`src/rtl/cache_plru_array_pkg.sv`:
```
// Shared types and the tree-PLRU update helper for cache_plru_array.
// Widths are sized for the largest supported configuration (16 ways, 256 sets).
package cache_plru_array_pkg;

    localparam int MAX_WAY_W   = 4;
    localparam int PLRU_NODE_W = 15;
    localparam int MAX_IDX_W   = 8;

    typedef logic [PLRU_NODE_W-1:0] plru_node_t;
    typedef logic [MAX_WAY_W-1:0]   way_id_t;
    typedef logic [MAX_IDX_W-1:0]   set_idx_t;

    typedef enum logic {
        ST_INIT = 1'b0,
        ST_IDLE = 1'b1
    } init_state_t;

    // Walk from the root towards 'way' and make every node on the path point
    // away from it: a lower-half access writes 0, an upper-half access writes 1.
    function automatic plru_node_t plru_touch(input plru_node_t bits,
                                              input way_id_t    way,
                                              input int         way_w);
        plru_node_t res;
        int         n;
        logic       dir;
        res = bits;
        n   = 0;
        for (int l = 0; l < MAX_WAY_W; l++) begin
            if (l < way_w) begin
                dir            = way[2'(way_w - 1 - l)];
                res[n[3:0]]    = dir;
                n              = dir ? (2 * n + 2) : (2 * n + 1);
            end
        end
        return res;
    endfunction

endpackage

```
`src/rtl/cache_plru_array_pick.sv`:
```
// Combinational victim picker: first free enabled way, else tree descent that
// skips subtrees without any powered way, else an error when nothing is powered.
module cache_plru_pick #(
    parameter  int N_WAY = 8,
    localparam int WAY_W = $clog2(N_WAY),
    localparam int NODE  = N_WAY - 1
) (
    input  logic [NODE-1:0]  tree,
    input  logic [N_WAY-1:0] way_valid,
    input  logic [N_WAY-1:0] way_pwr_on,
    output logic [WAY_W-1:0] pick_way,
    output logic             pick_empty,
    output logic             pick_err
);

    logic [N_WAY-1:0] free;
    logic [15:0]      tree_pad;
    logic [WAY_W-1:0] free_way;
    logic [WAY_W-1:0] tree_way;
    logic             free_any;

    assign free     = ~way_valid & way_pwr_on;
    assign tree_pad = 16'(tree);

    // Lowest-index invalid-but-powered way (scan high to low, last hit wins).
    always_comb begin
        free_any = 1'b0;
        free_way = '0;
        for (int w = N_WAY - 1; w >= 0; w--) begin
            if (free[w[WAY_W-1:0]]) begin
                free_any = 1'b1;
                free_way = w[WAY_W-1:0];
            end
        end
    end

    // Descend the tree; a node bit of 1 sends us to the lower half unless that
    // half has no powered way, in which case the sibling half is taken.
    always_comb begin
        int               n;
        int               b;
        int               s;
        logic             up;
        logic [N_WAY-1:0] span;
        logic [N_WAY-1:0] m_lo;
        logic [N_WAY-1:0] m_hi;
        n    = 0;
        b    = 0;
        s    = 0;
        up   = 1'b0;
        span = '0;
        m_lo = '0;
        m_hi = '0;
        for (int l = 0; l < WAY_W; l++) begin
            s    = N_WAY >> (l + 1);
            span = (N_WAY'(1) << s) - N_WAY'(1);
            m_lo = span << b;
            m_hi = span << (b + s);
            up   = ~tree_pad[n[3:0]];
            if (up && ~|(way_pwr_on & m_hi)) begin
                up = 1'b0;
            end else if (!up && ~|(way_pwr_on & m_lo)) begin
                up = 1'b1;
            end
            if (up) begin
                b = b + s;
                n = 2 * n + 2;
            end else begin
                n = 2 * n + 1;
            end
        end
        tree_way = b[WAY_W-1:0];
    end

    // Final priority: no powered way, then free way, then tree victim.
    always_comb begin
        pick_way   = '0;
        pick_empty = 1'b0;
        pick_err   = 1'b0;
        if (~|way_pwr_on) begin
            pick_err = 1'b1;
        end else if (free_any) begin
            pick_way   = free_way;
            pick_empty = 1'b1;
        end else begin
            pick_way = tree_way;
        end
    end

endmodule

```
`src/rtl/cache_plru_array.sv`:
```
// Tree-PLRU state array with victim lookup, access update and flush sweep.
// Optional macro CACHE_PLRU_BYPASS_EN: a same-cycle update to the looked-up
// set is forwarded so the victim is computed from post-update tree bits.
module cache_plru_array
    import cache_plru_array_pkg::*;
#(
    parameter  int N_WAY = 8,
    parameter  int N_SET = 64,
    localparam int WAY_W = $clog2(N_WAY),
    localparam int IDX_W = $clog2(N_SET),
    localparam int NODE  = N_WAY - 1
) (
    input  logic             clk,
    input  logic             rst_n,
    input  logic             flush_req,
    output logic             init_busy,
    input  logic             lkp_vld,
    input  logic [IDX_W-1:0] lkp_idx,
    input  logic [N_WAY-1:0] way_valid,
    input  logic [N_WAY-1:0] way_pwr_on,
    output logic             lkp_rdy,
    output logic             sel_vld,
    output logic [WAY_W-1:0] sel_way,
    output logic             sel_empty,
    output logic             sel_err,
    input  logic             upd_vld,
    input  logic [IDX_W-1:0] upd_idx,
    input  logic [WAY_W-1:0] upd_way
);

    init_state_t      state;
    logic [IDX_W-1:0] cnt;
    logic [NODE-1:0]  tree_mem [N_SET];

    logic             lkp_acc;
    logic             upd_acc;
    logic [NODE-1:0]  upd_rd;
    logic [NODE-1:0]  upd_new;
    logic [NODE-1:0]  lkp_tree;
    logic [WAY_W-1:0] pick_way;
    logic             pick_empty;
    logic             pick_err;

    assign init_busy = (state == ST_INIT);
    assign lkp_rdy   = ~init_busy;
    // A flush in the same cycle wins over both lookup and update.
    assign lkp_acc   = lkp_vld & lkp_rdy & ~flush_req;
    assign upd_acc   = upd_vld & ~init_busy & ~flush_req;

    // Read-modify value for the accessed set.
    always_comb begin
        upd_rd  = tree_mem[upd_idx];
        upd_new = NODE'(plru_touch(plru_node_t'(upd_rd), way_id_t'(upd_way), WAY_W));
    end

    // Tree bits seen by the victim picker.
    always_comb begin
        lkp_tree = tree_mem[lkp_idx];
`ifdef CACHE_PLRU_BYPASS_EN
        if (upd_acc && (upd_idx == lkp_idx)) begin
            lkp_tree = upd_new;
        end
`endif
    end

    cache_plru_pick #(
        .N_WAY(N_WAY)
    ) u_pick (
        .tree       (lkp_tree),
        .way_valid  (way_valid),
        .way_pwr_on (way_pwr_on),
        .pick_way   (pick_way),
        .pick_empty (pick_empty),
        .pick_err   (pick_err)
    );

    // Init/idle sequencer: sweep every set once, restartable by flush or reset.
    always_ff @(posedge clk or negedge rst_n) begin
        if (!rst_n) begin
            state <= ST_INIT;
            cnt   <= '0;
        end else begin
            case (state)
                ST_INIT: begin
                    if (flush_req) begin
                        cnt <= '0;
                    end else if (cnt == IDX_W'(N_SET - 1)) begin
                        state <= ST_IDLE;
                        cnt   <= '0;
                    end else begin
                        cnt <= cnt + 1'b1;
                    end
                end
                ST_IDLE: begin
                    if (flush_req) begin
                        state <= ST_INIT;
                        cnt   <= '0;
                    end
                end
                default: begin
                    state <= ST_INIT;
                    cnt   <= '0;
                end
            endcase
        end
    end

    // Tree storage: sweep writes all-ones, otherwise record accepted accesses.
    always_ff @(posedge clk) begin
        if (init_busy) begin
            tree_mem[cnt] <= '1;
        end else if (upd_acc) begin
            tree_mem[upd_idx] <= upd_new;
        end
    end

    // Registered victim result; fields hold when no lookup is accepted.
    always_ff @(posedge clk or negedge rst_n) begin
        if (!rst_n) begin
            sel_vld   <= 1'b0;
            sel_way   <= '0;
            sel_empty <= 1'b0;
            sel_err   <= 1'b0;
        end else begin
            sel_vld <= lkp_acc;
            if (lkp_acc) begin
                sel_way   <= pick_way;
                sel_empty <= pick_empty;
                sel_err   <= pick_err;
            end
        end
    end

endmodule
```
`config.mk`:
```
export PLATFORM = sky130hd
export DESIGN_NAME = cache_plru_array
export DESIGN_NICKNAME = d
export VERILOG_FILES = /design/src/rtl/cache_plru_array_pkg.sv /design/src/rtl/cache_plru_array_pick.sv /design/src/rtl/cache_plru_array.sv
export SDC_FILE = /design/constraint.sdc
export NUM_CORES = 1
export LEC_CHECK = 0
export ABC_AREA = 0
export CORE_AREA = 2 2 237 192
export DETAILED_ROUTE_END_ITERATION = 7
export DIE_AREA = 0 0 239 194
export GPL_ROUTABILITY_DRIVEN = 0
export PLACE_DENSITY = 0.62
export RECOVER_POWER = 25
export SLEW_MARGIN = 20
export SYNTH_ARGS = -nofsm -noshare
export SYNTH_HDL_FRONTEND = slang
export SYNTH_HIERARCHICAL = 1
export SYNTH_SLANG_ARGS = --single-unit
```
`constraint.sdc`:
```
create_clock -name clk -period 12.85 [get_ports clk]
set_clock_uncertainty 0.15 [all_clocks]
set_input_delay 2.57 -clock clk [delete_from_list [all_inputs] [get_ports clk]]
set_output_delay 2.57 -clock clk [all_outputs]
set_load 0.02 [all_outputs]
```
==> results of run 1 <==
==> worst paths after layout <==
| check | slack [ns] | to | depth (start not counted) | start |
|---|---|---|---|---|
| setup / recovery | 4.61 | tree_mem[56][1] | 9 | flush_req |
| hold / removal | 0.35 | sel_way[2] | 1 | sel_way[2] |
| setup reg to reg | 6.80 | tree_mem[56][1] | 8 | lkp_rdy |
| hold reg to reg | 0.35 | sel_way[2] | 1 | sel_way[2] |
| max in group asynchronous | 9.69 | cnt[1] | 1 | rst_n |
| min in group asynchronous | 2.37 | sel_way[1] | 1 | rst_n |
==> power groups by stage <==
stage,Clock (mW),Combinational [mW],Sequential [mW]
floorplan,0,0.142,1.66
global placement,0,0.208,1.66
detailed placement,0,0.209,1.66
CTS,1.37,0.209,1.63
global route,1.43,0.221,1.63
finish,1.35,0.208,1.63
==> cell type report <==
| cell class | count | area (um^2) |
|---|---|---|
| multi-input combinational | 640 | 7550 |
| clock inverter | 20 | 193 |
| sequential | 461 | 13800 |
| inverter | 10 | 37.5 |
| clock buffer | 64 | 1290 |
| tap | 568 | 711 |
| fill | 3406 | 19900 |
| timing repair buffer | 67 | 582 |
==> flip-flops by register name (all words and copies together), names as in the netlist <==
signal and count:
cnt 6, lkp_rdy 1, sel_empty 1, sel_err 1
sel_vld 1, sel_way 3, tree_mem 448
==> synthesized netlist by cell type, types with 13 or more instances <==
master | instances | area [um^2]
o21ai_0 | 20 | 100
mux4_1 | 13 | 342
o22ai_1 | 22 | 138
clkbuf_1 | 21 | 78.8
a22oi_1 | 19 | 143
nor2b_1 | 17 | 106
dfrtp_1 | 13 | 325
edfxtp_1 | 448 | 13500
mux2i_1 | 41 | 410
buf_2 | 31 | 155
mux2_2 | 29 | 327
nor2_1 | 87 | 327
nand3_1 | 14 | 70.1
nor4_1 | 14 | 87.6
nor3_1 | 14 | 70.1
mux4_2 | 195 | 4390
nand2_1 | 42 | 158
a22o_1 | 14 | 123
==> cells in the final DEF, fill, tap and decap left out, types with 22 or more instances in the layout <==
cell,synthesis,layout
edfxtp_1,448,448
mux4_2,195,195
nor2_1,87,87
clkbuf_16,0,49
nand2_1,42,42
mux2i_1,41,41
mux2_2,29,29
buf_4,11,28
clkdlybuf4s50_1,0,23
o22ai_1,22,22
==> stage by stage <==
stage	std cells	worst slack [ns]	power [mW]
global route	1830	4.09	3.28
CTS	1830	6.12	3.21
detailed placement	1746	5.52	1.87
floorplan	1186	4.78	1.81
global placement	1746	5.59	1.87
finish	1830	4.61	3.19
==> routing by layer <==
metal  vias up  wire, um  global-route usage, %
met4         0       922                   5.90
met3        51      4720                   4.74
met2       484     25800                   36.6
met5         -         0                      0
met1      6542     24400                   37.4
li1       5119         -                      -
==> kinds of logic (layout without fill, tap and decap cells) <==
logic type,Yosys count,count (layout),share of synthesized area [%]
simple gates,227,227,5.01
buf+inv,85,161,2.16
xor+xnor,3,3,0.121
flops,461,461,63.3
fa+ha+maj,1,1,0.0575
mux,279,279,25.2
compound gates,130,130,4.17
==> flow_metrics.env, run 1 <==
export IMPL_crit_chain="dlygate4sd3_1, and3b_1, clkinv_1, clkbuf_1, nor3_1, nand2b_1, o22ai_1, nor4_2, buf_4"
export IMPL_fin_area_um2=24100
export IMPL_maxClockFrequency_mhz=121
export IMPL_required_ns=13.04
export IMPL_wirelength_mm=55.8
export IMPL_post_cts_setup_buffers=0
export IMPL_grt_max_degree=85
export IMPL_hold_violations=0
export IMPL_ant_nets=0
export IMPL_status="complete, but fails checks"
export IMPL_io_buffers=40
export IMPL_die_area_um2=46400
export IMPL_place_area_um2=22700
export IMPL_wire_per_inst_um=30.5
export IMPL_arrival_ns=8.43
export IMPL_drtPass1Iterations=5
export IMPL_start_util_pct=49.4
export IMPL_dpl_hpwl_mm=36.0
export IMPL_cp_top_family="buffers and inverters"
export IMPL_drive_gt1_share_pct=26.3
export IMPL_cts_tree="yes"
export IMPL_io_pins=44
export IMPL_area_growth_synth_to_final_pct=11.0
export IMPL_slew_headroom_pct=-138
export IMPL_p_switching_mw=0.694
export IMPL_critPathKind="in -> reg"
export IMPL_yosysSeqAreaShare_pct=63.3
export IMPL_tightest_slew_ns=3.57
export IMPL_cp_num_buf_inv=4
export IMPL_die_h_um=194
export IMPL_fp_coreArea_um2=44000
export IMPL_peakVddDrop_mv=0.0992
export IMPL_finalCritPeriodShare_pct=64.1
export IMPL_synthCells=1186
export IMPL_violations="capacitance limit, slew limit"
export IMPL_grt_pass1_wl_mm=81.3
export IMPL_synthFlopType="edfxtp_1"
export IMPL_antenna_found_initial=0
export IMPL_rows=69
export IMPL_max_stage_delay_ns=2.49
export IMPL_cts_sinks=461
export IMPL_p_sw_share_pct=21.7
export IMPL_clk_latency_ns=0.58
export IMPL_hold_class="reg -> reg"
export IMPL_power_internal_mw=2.50
export IMPL_cts_buffers=47
export IMPL_post_cts_resized=0
export IMPL_via_count=12200
export IMPL_power_density_nw_per_um2=132
export IMPL_comb_power_share_pct=6.5
export IMPL_drc=0
export IMPL_period_needed_ns=8.24
export IMPL_maxCapViolations=1
export IMPL_netlist_cell_type_count=60
export IMPL_cts_clk_slew_worst_paths_ns=0.06
export IMPL_startpoint_type="input pin"
export IMPL_drt_iter0_markers=1435
export IMPL_ys_ff_latch=461
export IMPL_clock_path_buffers=3
export IMPL_grt_pass1_vias=12200
export IMPL_pwr_share_seq_pct=51.1
export IMPL_worstSetupEndpointType="flip-flop"
export IMPL_nets=1264
export IMPL_setup_viol=0
export IMPL_critical_path_peak_fanout=84
export IMPL_die_width_um=239
export IMPL_utilization_pct=54.8
export IMPL_viasPerCell=6.66
export IMPL_clockRootBuffer="clkbuf_16"
export IMPL_n_antenna_cell=0
export IMPL_synth_nets=1223
export IMPL_grt_use_total_pct=24.5
export IMPL_htree_levels=2
export IMPL_p_leak_nw=7.90
export IMPL_fin_tns_setup_ns=0
export IMPL_syn_cell_area_um2=21800
export IMPL_rsz0062_at_grt="false"
export IMPL_grt_ovfl_total=0
export IMPL_yosysWarnings=6
export IMPL_synthArstFlopShare_pct=2.82
export IMPL_synth_edf_count=448
export IMPL_power_clock_fraction_pct=42.4
export IMPL_holdWs_ns=0.349
export IMPL_cts_hold_buffers=0
export IMPL_slowest_stage="clkbuf_1"
export IMPL_synth_avg_cell_area_um2=18.4
export IMPL_finalMaxSlewViolations=85
Note: power is estimated with default switching activity, not from simulation.
==> inputs of run 2 (changes only) <==
--- a/config.mk
+++ b/config.mk
@@ -10,7 +10,7 @@
 export DETAILED_ROUTE_END_ITERATION = 7
 export DIE_AREA = 0 0 239 194
 export GPL_ROUTABILITY_DRIVEN = 0
-export PLACE_DENSITY = 0.62
+export PLACE_DENSITY = 0.64
 export RECOVER_POWER = 25
 export SLEW_MARGIN = 20
 export SYNTH_ARGS = -nofsm -noshare
==> constraint.sdc (replaced) <==
create_clock -name clk -period 6.9 [get_ports clk]
set_clock_uncertainty 0.15 [all_clocks]
set_input_delay 1.38 -clock clk [delete_from_list [all_inputs] [get_ports clk]]
set_output_delay 1.38 -clock clk [all_outputs]
set_load 0.02 [all_outputs]
==> run 2 against run 1 <==
The flow still finishes with violations (capacitance limit, slew limit). Flip-flop and latch count did not move. Sequential power rose by 87%. Clock power rose by 89%. Register-to-register slack got worse by 4.5 ns. Cell area rose by 0.27%. Global-route usage rose by 0.11 points. Routed wire length rose by 0.74%. Cell count barely moved. Combinational power rose by 88%. Worst setup slack got worse by 3.4 ns. Non-clock buffer count rose by 1. Clock-buffer cell count did not move.
==> flow_metrics.env, run 2 (synthesis gave the netlist of run 1 again) <==
export IMPL_clockRootBuffer="clkbuf_16"
export IMPL_worstSetupEndpointType="flip-flop"
export IMPL_grt_use_total_pct=24.6
export IMPL_die_width_um=239
export IMPL_grt_max_degree=65
export IMPL_via_count=12300
export IMPL_multi_input_area_um2=7550
export IMPL_p_switching_mw=1.28
export IMPL_drtPass1Iterations=6
export IMPL_critical_path_peak_fanout=55
export IMPL_cts_clk_slew_worst_paths_ns=0.06
export IMPL_io_buffers=40
export IMPL_startpoint_type="input pin"
export IMPL_start_util_pct=49.4
export IMPL_grt_ovfl_total=0
export IMPL_rsz0062_at_grt="false"
export IMPL_htree_levels=2
export IMPL_r2r_cells=7
export IMPL_cts_tree="yes"
export IMPL_fillCellCount=3407
export IMPL_slowest_stage="inv_1"
export IMPL_mostFrequentLayoutCell="edfxtp_1"
export IMPL_viasPerCell=6.69
export IMPL_hold_violations=0
export IMPL_power_internal_mw=4.70
export IMPL_tightest_slew_ns=1.74
export IMPL_status="complete, but fails checks"
export IMPL_crit_chain="dlygate4sd3_1, and3b_1, inv_1, buf_4, nor3_1, a22o_1, nor4_2, clkbuf_1"
export IMPL_drt_iter0_markers=1395
export IMPL_grt_pass1_vias=11900
export IMPL_maxCapViolations=2
export IMPL_post_cts_setup_buffers=0
export IMPL_cp_num_buf_inv=4
export IMPL_clock_path_buffers=3
export IMPL_antenna_found_initial=0
export IMPL_grt_pass1_wl_mm=81.4
export IMPL_dpl_hpwl_mm=36.6
export IMPL_cts_sinks=461
export IMPL_crit_end="tree_mem[32][6]"
export IMPL_area_growth_synth_to_final_pct=11.3
export IMPL_die_h_um=194
export IMPL_crit_start="flush_req"
export IMPL_ant_nets=0
export IMPL_final_cell_count_no_fill=1831
export IMPL_drive_gt1_share_pct=26.4
export IMPL_largest_register_ffs=448
export IMPL_fp_coreArea_um2=44000
export IMPL_layout_common_cells="edfxtp_1, mux4_2, nor2_1, clkbuf_16, nand2_1"
export IMPL_power_density_nw_per_um2=247
export IMPL_top_register="tree_mem"
export IMPL_dp_cells=1747
export IMPL_io_pins=44
export IMPL_drc=0
export IMPL_rows=69
export IMPL_hold_start="sel_err"
export IMPL_cp_top_family="buffers and inverters"
export IMPL_holdWs_ns=0.348
export IMPL_maxClockFrequency_mhz=176
export IMPL_power_clock_fraction_pct=42.6
export IMPL_die_area_um2=46400
export IMPL_r2r_slack_ns=2.27
export IMPL_setup_viol=0
export IMPL_max_stage_delay_ns=1.29
export IMPL_required_ns=7.01
export IMPL_post_cts_resized=0
export IMPL_fin_tns_setup_ns=0
export IMPL_crit_cells=8
export IMPL_peakVddDrop_mv=0.159
export IMPL_clk_latency_ns=0.57
export IMPL_comb_power_share_pct=6.6
export IMPL_arrival_ns=5.80
export IMPL_p_sw_share_pct=21.5
export IMPL_hold_class="reg -> reg"
export IMPL_critPathKind="in -> reg"
export IMPL_n_antenna_cell=0
export IMPL_finalMaxSlewViolations=92
export IMPL_nets=1264
export IMPL_seq_area_um2=13800
export IMPL_utilization_pct=55.0
export IMPL_wirelength_mm=56.3
export IMPL_wire_per_inst_um=30.7
export IMPL_cts_hold_buffers=0
export IMPL_cts_buffers=46
export IMPL_reg_top3="tree_mem x448, cnt x6, sel_way x3"
export IMPL_period_needed_ns=5.69
export IMPL_r2r_start="lkp_rdy"
export IMPL_violations="capacitance limit, slew limit"
export IMPL_finalCritPeriodShare_pct=82.5
export IMPL_p_leak_nw=7.92
export IMPL_slew_headroom_pct=-15.9
export IMPL_rr_endpoint="tree_mem[32][6]"
export IMPL_pwr_share_seq_pct=50.9
-- run 2: power by group through the flow --
stage | clock (mW) | sequential, mW | combinational (mW)
finish | 2.55 | 3.04 | 0.392
detailed placement | 0 | 3.10 | 0.391
floorplan | 0 | 3.10 | 0.265
CTS | 2.58 | 3.04 | 0.393
global placement | 0 | 3.10 | 0.391
global route | 2.70 | 3.04 | 0.416
-- run 2: cell type report --
cell class | instances | share of cell area (%)
clock buffer | 64 | 5.34
clock inverter | 20 | 0.930
inverter | 10 | 0.155
multi-input combinational | 640 | 31.2
sequential | 461 | 56.9
tap | 568 | 2.94
timing repair buffer | 68 | 2.56
-- run 2: per-layer routing --
metal  share of wire [%]  global-route usage (%)
met5                   0                       0
met4                 2.5                    6.60
met3                  11                    6.78
met2                  44                    35.3
met1                  42                    37.2
-- run 2: worst min path at each step --
stage / to / cells after the start
2_1_floorplan: cnt[5] / 2
3_3_place_gp: sel_empty / 1
3_5_place_dp: sel_empty / 1
4_1_cts: sel_empty / 1
5_1_grt: sel_way[1] / 1
6_report: sel_err / 1
-- run 2: per-stage QoR --
stage	instance area [um^2]	setup slack, ns	power [mW]
global route	24200	0.865	6.15
global placement	22700	1.47	3.49
detailed placement	22700	1.37	3.49
CTS	24200	1.95	6.01
floorplan	21800	0.0246	3.36
finish	24200	1.21	5.98
